[config.mk]
export PLATFORM = sky130hd
export DESIGN_NAME = gray_ring_monitor
export DESIGN_NICKNAME = d
export VERILOG_FILES = /design/src/rtl/gray_ring_pkg.sv /design/src/rtl/ring_step_decode.sv /design/src/rtl/gray_ring_monitor.sv
export SDC_FILE = /design/constraint.sdc
export NUM_CORES = 1
export LEC_CHECK = 0
export ABC_AREA = 1
export CAP_MARGIN = 0
export CORE_UTILIZATION = 46
export CTS_CLUSTER_DIAMETER = 40
export DETAILED_ROUTE_END_ITERATION = 12
export PLACE_DENSITY = 0.77
export SKIP_LAST_GASP = 1
export SYNTH_ARGS = -nofsm -noshare
export SYNTH_HDL_FRONTEND = slang
export SYNTH_SLANG_ARGS = --single-unit
[constraint.sdc]
create_clock -name clk -period 1.46 [get_ports clk]
set_input_delay 0.219 -clock clk [delete_from_list [all_inputs] [get_ports clk]]
set_output_delay 0.219 -clock clk [all_outputs]
set_load 0.05 [all_outputs]
[src/rtl/gray_ring_pkg.sv]
// Shared codes for the Gray-ring monitor: ring state codes, move classes,
// FSM encoding and ring successor/predecessor helpers.
package gray_ring_pkg;

  localparam logic [1:0] S00 = 2'b00;
  localparam logic [1:0] S10 = 2'b10;
  localparam logic [1:0] S11 = 2'b11;
  localparam logic [1:0] S01 = 2'b01;

  typedef enum logic [1:0] {HOLD, FWD, BACK, SKIP} move_t;

  typedef enum logic [1:0] {IDLE, TRACK, FAULT} fsm_t;

  // Forward ring order: 00 -> 10 -> 11 -> 01 -> 00
  function automatic logic [1:0] ring_next(input logic [1:0] s);
    case (s)
      S00:     ring_next = S10;
      S10:     ring_next = S11;
      S11:     ring_next = S01;
      default: ring_next = S00;
    endcase
  endfunction

  function automatic logic [1:0] ring_prev(input logic [1:0] s);
    case (s)
      S00:     ring_prev = S01;
      S10:     ring_prev = S00;
      S11:     ring_prev = S10;
      default: ring_prev = S11;
    endcase
  endfunction

endpackage

[src/rtl/ring_step_decode.sv]
// Combinational classifier of one observed move prev -> st_in on the Gray ring.
module ring_step_decode
  import gray_ring_pkg::*;
(
  input  logic [1:0] prev,
  input  logic [1:0] st_in,
  output logic [1:0] move
);

  always_comb begin
    move = SKIP;
    if (st_in == prev)
      move = HOLD;
    else if (st_in == ring_next(prev))
      move = FWD;
    else if (st_in == ring_prev(prev))
      move = BACK;
  end

endmodule

[src/rtl/gray_ring_monitor.sv]
// Gray-ring move checker: revolution count, dwell timer, stall and illegal-move flags.
// Build option GRAY_RING_BIDIR_EN makes backward moves legal and adds step_rev.
module gray_ring_monitor
  import gray_ring_pkg::*;
#(
  parameter int CNT_W     = 8,
  parameter int DWELL_W   = 8,
  parameter int DWELL_MAX = 16
) (
  input  logic               clk,
  input  logic               res,
  input  logic [1:0]         st_in,
  input  logic               st_valid,
  output logic               step,
  output logic               illegal,
  output logic               locked,
  output logic               stall,
`ifdef GRAY_RING_BIDIR_EN
  output logic               step_rev,
`endif
  output logic [CNT_W-1:0]   rev_cnt,
  output logic [DWELL_W-1:0] dwell
);

  // state | meaning
  // IDLE  | no sample seen since reset, no reference state yet
  // TRACK | following the ring, every move so far legal
  // FAULT | last move was illegal, waiting for a legal advance

  localparam logic [DWELL_W-1:0] DMAX = DWELL_W'(DWELL_MAX);

  fsm_t               state;
  logic [1:0]         prev;
  logic [1:0]         mv_raw;
  move_t              mv;
  logic [DWELL_W-1:0] dwell_inc;

  ring_step_decode u_dec (
    .prev  (prev),
    .st_in (st_in),
    .move  (mv_raw)
  );

  assign mv        = move_t'(mv_raw);
  assign dwell_inc = (dwell == '1) ? dwell : dwell + 1'b1;

  always_ff @(posedge clk) begin
    if (res) begin
      state    <= IDLE;
      prev     <= S00;
      step     <= 1'b0;
      illegal  <= 1'b0;
      locked   <= 1'b0;
      stall    <= 1'b0;
      rev_cnt  <= '0;
      dwell    <= '0;
`ifdef GRAY_RING_BIDIR_EN
      step_rev <= 1'b0;
`endif
    end else begin
      step     <= 1'b0;
      illegal  <= 1'b0;
`ifdef GRAY_RING_BIDIR_EN
      step_rev <= 1'b0;
`endif
      if (st_valid) begin
        prev <= st_in;
        case (state)
          IDLE: begin
            dwell  <= '0;
            stall  <= 1'b0;
            locked <= 1'b1;
            state  <= TRACK;
          end
          TRACK: begin
            case (mv)
              HOLD: begin
                dwell <= dwell_inc;
                stall <= (dwell_inc >= DMAX);
              end
              FWD: begin
                step  <= 1'b1;
                dwell <= '0;
                stall <= 1'b0;
                if (prev == S01)
                  rev_cnt <= rev_cnt + 1'b1;
              end
`ifdef GRAY_RING_BIDIR_EN
              BACK: begin
                step_rev <= 1'b1;
                dwell    <= '0;
                stall    <= 1'b0;
                if (prev == S00)
                  rev_cnt <= rev_cnt - 1'b1;
              end
`endif
              default: begin
                illegal <= 1'b1;
                dwell   <= '0;
                stall   <= 1'b0;
                locked  <= 1'b0;
                state   <= FAULT;
              end
            endcase
          end
          FAULT: begin
            stall <= 1'b0;
            case (mv)
              HOLD: dwell <= dwell_inc;
              // Recovery advance never counts a revolution: history is untrusted.
              FWD: begin
                step   <= 1'b1;
                dwell  <= '0;
                locked <= 1'b1;
                state  <= TRACK;
              end
`ifdef GRAY_RING_BIDIR_EN
              BACK: begin
                step_rev <= 1'b1;
                dwell    <= '0;
                locked   <= 1'b1;
                state    <= TRACK;
              end
`endif
              default: begin
                illegal <= 1'b1;
                dwell   <= '0;
              end
            endcase
          end
          default: begin
            state  <= IDLE;
            locked <= 1'b0;
            stall  <= 1'b0;
          end
        endcase
      end
    end
  end

endmodule

==> flow_summary_export.csv, run 1 <==
group,metric,value,unit
logic_synthesis,synthDistinctLibCells,24,
critical_path,crit_path_frequent_cell,"nand2_1",
sta,tightestPinTransition,0.341,ns
critical_path,ff2ff_path_depth,10,
finish,stdcell_count,259,
placement,post-place-ws,-0.208,ns
critical_path,crit_type,"flop to flop",
floorplanning,start_util,50.6,%
critical_path,slowest_stage,"dfxtp_4",
floorplanning,ios,25,
critical_path,critPathMaxFanout,5,
power_and_ir_drop,switching_power,382,uW
route,wl,3660,um
global_routing,grt_pass1_vias,1338,
sta,relSlewSlack,77.2,%
power_and_ir_drop,power_frac_seq,53.7,%
critical_path,worst_setup_path_end_kind,"flop",
global_routing,grt_max_degree,14,
critical_path,endpoint,"stall",
placement,routabilityCongestion,0.807,
route,routedWlPerCell,14.1,um
sta,setup_violations,0,
finish,fillers,151,
floorplanning,row_count,18,
finish,syn_to_final_growth,56.6,%
critical_path,critPathMaxStageDelay,0.38,ns
clock_tree,cts_buffers,3,
min_path,hold_class,"flop to flop",
clock_tree,tritoncts,"yes",
logic_synthesis,synth_area_leaders,"dfxtp_1 (37%), nand2_1 (14%), a21oi_1 (7.3%)",
placement,io_buffer_count,24,
clock_tree,cts_buffer_depth,2,
logic_synthesis,synth_top_area_share,36.7,%
placement,hpwl,2460,um
logic_synthesis,syn-cell-area,1310,um2
clock_tree,clkLatencyLatePin,0.32,ns
logic_synthesis,ys_warn_count,0,
critical_path,crit_path_start,"dwell[0]",
critical_path,timing.rr.start,"dwell[0]",
sta,max_freq,693,MHz
floorplanning,fp.dieH,55.4,um
global_routing,antenna_found_initial,0,
critical_path,timing.rr.end,"stall",
finish,final_cell_mix,"nand2_1 (46), buf_4 (21), a21oi_1 (18), buf_12 (18)",
finish,diodes,0,
global_routing,grt.overflow.total,0,
logic_synthesis,avgSynthCellArea,7.16,um2
sta,setup_ws,0.0173,ns
finish,drive_above_1_share,36.2,%
power_and_ir_drop,power_density,631,nW/um2
floorplanning,fp.dieArea,3070,um2
clock_tree,cts_root_buffer,"clkbuf_4",
clock_tree,clk_pin_slew,0.13,ns
finish,nets,241,
route,drc,0,
power_and_ir_drop,clkPwrFrac,23.5,%
logic_synthesis,ys_ff_latch,24,
route,drt_pass1_iterations,4,
power_and_ir_drop,intPower,912,uW
power_and_ir_drop,peakVddDrop,0.000620,V
floorplanning,die_w,55.4,um
route,vias_per_cell,5.50,
power_and_ir_drop,p_sw_share,29.5,%
clock_tree,cts_hold_buf,0,
sta,finalHoldViolCount,0,
clock_tree,cts.sinks,24,
clock_tree,ctsHtreeMaxLevel,1,
finish,final_common_cell,"nand2_1",
global_routing,grt_util_all_layers,22.5,%
power_and_ir_drop,static-leakage-power,0.000831,uW
job,max_cap_violations,0,
critical_path,cp.required,1.69,ns
critical_path,critPathLaunchType,"flop",
sta,hold_ws,0.518,ns
sta,finalCritPeriodShare,98.8,%
logic_synthesis,yosysTopAreaCell,"dfxtp_1",
sta,rsz0062_at_grt,"yes",
logic_synthesis,ys_seq_area_share,36.7,%
logic_synthesis,netlist_instances,183,
critical_path,r2r_setup_slack,0.02,ns
status,outcome,"finished, final reports clean",
route,vias,1424,
route,final_antenna_net_count,0,
sta,slew_violations,0,
sta,clock-skew-final,0.0113,ns
power_and_ir_drop,pwr-share-comb,22.8,%
logic_synthesis,synth_nets,194,
global_routing,grt_first_pass_wirelength,5650,um
critical_path,arrival,1.67,ns
floorplanning,coreArea,2590,um2
route,drt-initial-drc-count,26,
critical_path,crit_chain,"buf_4 -> nand2_1 -> nor2_4 -> nand2_1 -> nand2_1 -> nand3_2 -> nor2_2 -> nand2_1 -> nand2_1 -> a21oi_1",
sta,fin_crit,1.44,ns
sta,fin_tns_setup,0,ns
placement,dp.cells,249,
through the flow:
step | power, uW | utilization [%] | area, um2
floorplan | 844 | - | 1330
global placement | 941 | 72.6 | 1880
detailed placement | 952 | 72.6 | 1880
CTS | 1250 | 75.1 | 1950
global route | 1350 | 79.2 | 2050
finish | 1290 | 79.2 | 2050
power by group through the flow:
stage          logic (uW)  clock network (uW)  registers (uW)
2_1_floorplan         110                   0             733
3_3_place_gp          238                   0             703
3_5_place_dp          247                   0             705
4_1_cts               258                 302             692
5_1_grt               314                 334             698
6_report              295                 304             695
logic make-up (layout without fill, tap and decap cells):
logic type / after synthesis / count (layout) / synth area share (%)
flops: 24 / 24 / 36.7
buf+inv: 20 / 66 / 6.21
xor+xnor: 9 / 9 / 6.59
fa+ha+maj: 6 / 6 / 5.73
compound gates: 29 / 29 / 12.6
simple gates: 95 / 95 / 32.2
cells in the mapped netlist:
master / count
o21ai_0: 6
a21oi_2: 1
nor3_1: 2
ha_1: 6
clkbuf_1: 2
clkinv_4: 1
o21bai_1: 2
a21oi_4: 1
a21oi_1: 19
inv_1: 16
and3_1: 2
clkbuf_2: 1
nand4_1: 3
dfxtp_1: 24
nor2_1: 18
nand2_2: 4
xor2_2: 1
nand3_2: 1
xor2_1: 3
nand3b_1: 1
nand3_1: 14
nor3_2: 2
xnor2_1: 5
nand2_1: 48
state kept, by name, summed over array words and instances, names as in the netlist:
signal / cells
stall: 1
state: 2
rev_cnt: 8
dwell: 8
prev: 2
step: 1
locked: 1
illegal: 1
how the worst min path moves through the flow:
stage          slack, ns  endpoint  depth (start not counted)      from
6_report            0.52    locked                          2    locked
5_1_grt             0.53    locked                          2    locked
4_1_cts             0.51    locked                          2    locked
3_5_place_dp        0.49    locked                          2    locked
3_3_place_gp        0.48    locked                          2    locked
2_1_floorplan       0.35   prev[1]                          2  st_in[1]
routing by layer:
| metal | GRT usage [%] | part of all wire (%) | up-vias |
|---|---|---|---|
| li1 | - | - | 691 |
| met1 | 26.7 | 39 | 670 |
| met2 | 41.0 | 54 | 53 |
| met3 | 2.81 | 4.2 | 10 |
| met4 | 8.21 | 2.2 | 0 |
| met5 | 0 | 0 | - |
timing repair:
action / in CTS / in global routing
endpoints found under the setup margin: 10 / 17
pin swaps: 1 / 6
buffers inserted: 2 / 3
gates resized for setup: 8 / 20
cloned: 1 / 0
area by class of cell:
type	instances	area, um2	share of cell area [%]
Multi-Input combinational cell	139	843	41.1
Timing Repair Buffer	44	569	27.7
Sequential cell	24	502	24.5
Inverter	17	68.8	3.35
Tap cell	30	37.5	1.83
Clock buffer	4	26.3	1.28
Timing Repair inverter	1	5.00	0.244
worst max-delay path, delay by kind of cell (launching register included):
family | cells | cell delay [ns]
compound gates | 1 | 0.06
simple gates | 8 | 0.75
flops | 1 | 0.38
buf+inv | 1 | 0.14
No activity file was read; power rests on OpenSTA's default activity.
==> run 2, diff against run 1 <==
GPL_TIMING_DRIVEN = 0   (was not set)
SKIP_CTS_REPAIR_TIMING = 1   (was not set)
==> run 2 against run 1 <==
  * The flow now finishes with violations (setup timing)
  * Setup slack worse by 0.043 ns
  * Critical endpoint is now rev_cnt[3]
  * Sequential share of layout area is 3.4 points higher
  * Core utilization is 9.4 points lower
  * Clock power is 1% lower
  * Clock skew is 0.0019 ns lower
  * Via count is 8.2% lower
==> flow_summary_export.csv, run 2 (synthesized netlist as in run 1, its figures left out) <==
group,metric,value,unit
status,outcome,"finished, violations left",
status,violations,"setup timing",
min_path,hold_class,"primary input to flop",
clock_tree,cts_root_buffer,"clkbuf_4",
finish,final_cell_mix,"nand2_1 (46), a21oi_1 (18), dlymetal6s2s_1 (18), nor2_1 (14), dfxtp_1 (13)",
clock_tree,ctsHtreeMaxLevel,1,
min_path,hold_path_end,"state[0]",
sta,hold_ws,0.281,ns
floorplanning,fp.dieArea,3070,um2
power_and_ir_drop,pwr-share-comb,19.6,%
floorplanning,ios,25,
critical_path,cp.required,1.24,ns
route,routedWlPerCell,12.6,um
finish,regArea,504,um2
finish,stdcell_count,244,
finish,utilization,69.9,%
sta,max_freq,673,MHz
critical_path,timing.rr.end,"state[0]",
min_path,hold_path_depth,2,
sta,setup_violations,3,
power_and_ir_drop,fin_total_pwr,1240,uW
global_routing,grt_util_all_layers,19.2,%
power_and_ir_drop,clkPwrFrac,24.2,%
route,drt-initial-drc-count,37,
critical_path,cpLargestDelayFamily,"buffers and inverters",
power_and_ir_drop,p_sw_share,29.7,%
floorplanning,die_w,55.4,um
sta,clock-skew-final,0.00936,ns
sta,setup_ws,-0.0262,ns
placement,hpwl,2150,um
power_and_ir_drop,peakVddDrop,0.000589,V
sta,tightestPinTransition,0.536,ns
power_and_ir_drop,switching_power,368,uW
route,vias_per_cell,5.36,
route,drc,0,
finish,diodes,0,
route,wl,3080,um
clock_tree,clkLatencyLatePin,0.32,ns
global_routing,grt_max_degree,14,
finish,final_area,1810,um2
finish,reg_top3,"dwell x8, rev_cnt x8",
critical_path,crit_type,"flop to output pin",
clock_tree,cts_buffers,3,
route,drt_pass1_iterations,4,
power_and_ir_drop,static-leakage-power,0.000993,uW
clock_tree,clk_pin_slew,0.13,ns
critical_path,slowest_stage,"dlymetal6s2s_1",
clock_tree,tritoncts,"yes",
sta,rsz0062_at_grt,"yes",
global_routing,grt_pass1_vias,1201,
placement,routabilityCongestion,0.868,
placement,placed_area,1590,um2
min_path,min_from,"res",
sta,slew_violations,0,
finish,drive_above_1_share,22.9,%
route,final_antenna_net_count,0,
critical_path,critPathMaxStageDelay,0.48,ns
clock_tree,cts.sinks,24,
critical_path,crit_chain,"dlymetal6s2s_1",
sta,fin_crit,1.49,ns
critical_path,worst_setup_path_end_kind,"output pin",
critical_path,cp_num_buf_inv,1,
finish,final_common_cell,"nand2_1",
sta,relSlewSlack,64.2,%
power_and_ir_drop,power_frac_seq,56.2,%
global_routing,grt_first_pass_wirelength,4900,um
floorplanning,fp.dieH,55.4,um
critical_path,ff2ff_path_depth,6,
finish,fillers,209,
critical_path,r2r_setup_slack,-0.01,ns
finish,nets,226,
finish,syn_to_final_growth,38.1,%
global_routing,grt.overflow.total,0,
placement,dp.cells,236,
critical_path,arrival,1.27,ns
job,max_cap_violations,0,
critical_path,critPathMaxFanout,7,
route,vias,1307,
power_and_ir_drop,intPower,870,uW
floorplanning,row_count,18,
global_routing,antenna_found_initial,0,
sta,finalCritPeriodShare,102,%
critical_path,critPathLaunchType,"flop",
placement,io_buffer_count,23,
sta,finalHoldViolCount,0,
floorplanning,coreArea,2590,um2
floorplanning,start_util,50.6,%
finish,multiInputGateArea,856,um2
critical_path,timing.rr.start,"prev[1]",
clock_tree,cts_buffer_depth,2,
power_and_ir_drop,power_density,684,nW/um2
run 2: changes by cell type in the layout (fill, tap and decap cells not counted), moves of 2 or more:
cell / delta
buf_12: -18
buf_4: -18
clkbuf_1: +2
clkbuf_2: +2
dlymetal6s2s_1: +18
inv_4: +2
run 2: layout make-up:
class,count,share of cell area (%)
Buffer,2,0.415
Multi-Input combinational cell,139,47.3
Tap cell,30,2.07
Timing Repair Buffer,27,16.5
Inverter,17,4.08
Clock buffer,4,1.45
Sequential cell,24,27.9
Timing Repair inverter,1,0.277
run 2: per-layer routing:
metal	vias up	global-route usage [%]	part of all wire, %
li1	656	-	-
met1	599	23.7	42
met2	42	33.0	50
met3	10	2.34	5.1
met4	0	9.29	3.1
met5	-	0	0
run 2: metrics by stage:
stage | TNS [ns] | setup slack, ns
final | -0.0521 | -0.0262
after global routing | -0.609 | -0.115
after CTS | -6.10 | -0.417
after detailed placement | -3.83 | -0.250
after global placement | -3.20 | -0.232
after floorplan | 0 | 0.0211
run 2: how the worst max path moves through the flow:
stage               slack, ns  depth (start not counted)        from         end
floorplan                0.02                          9    dwell[6]       stall
global placement        -0.23                          7    st_valid    dwell[5]
detailed placement      -0.25                          6    st_in[0]  rev_cnt[3]
CTS                     -0.42                          1  rev_cnt[3]  rev_cnt[3]
global route            -0.11                          8    st_in[0]    state[0]
finish                  -0.03                          1  rev_cnt[3]  rev_cnt[3]
run 2: power by group through the flow:
stage                     clock network (uW)  registers [uW]  logic (uW)
after global placement                     0             703         189
after floorplan                            0             733         110
final                                    300             696         242
after global routing                     334             699         265
after detailed placement                   0             704         193
after CTS                                314             690         194
==> run 3, diff against run 2 <==
CAP_MARGIN = 20   (was 0)
==> results of run 3 <==
The final DEF is identical to that of run 2; final timing and power are the same.
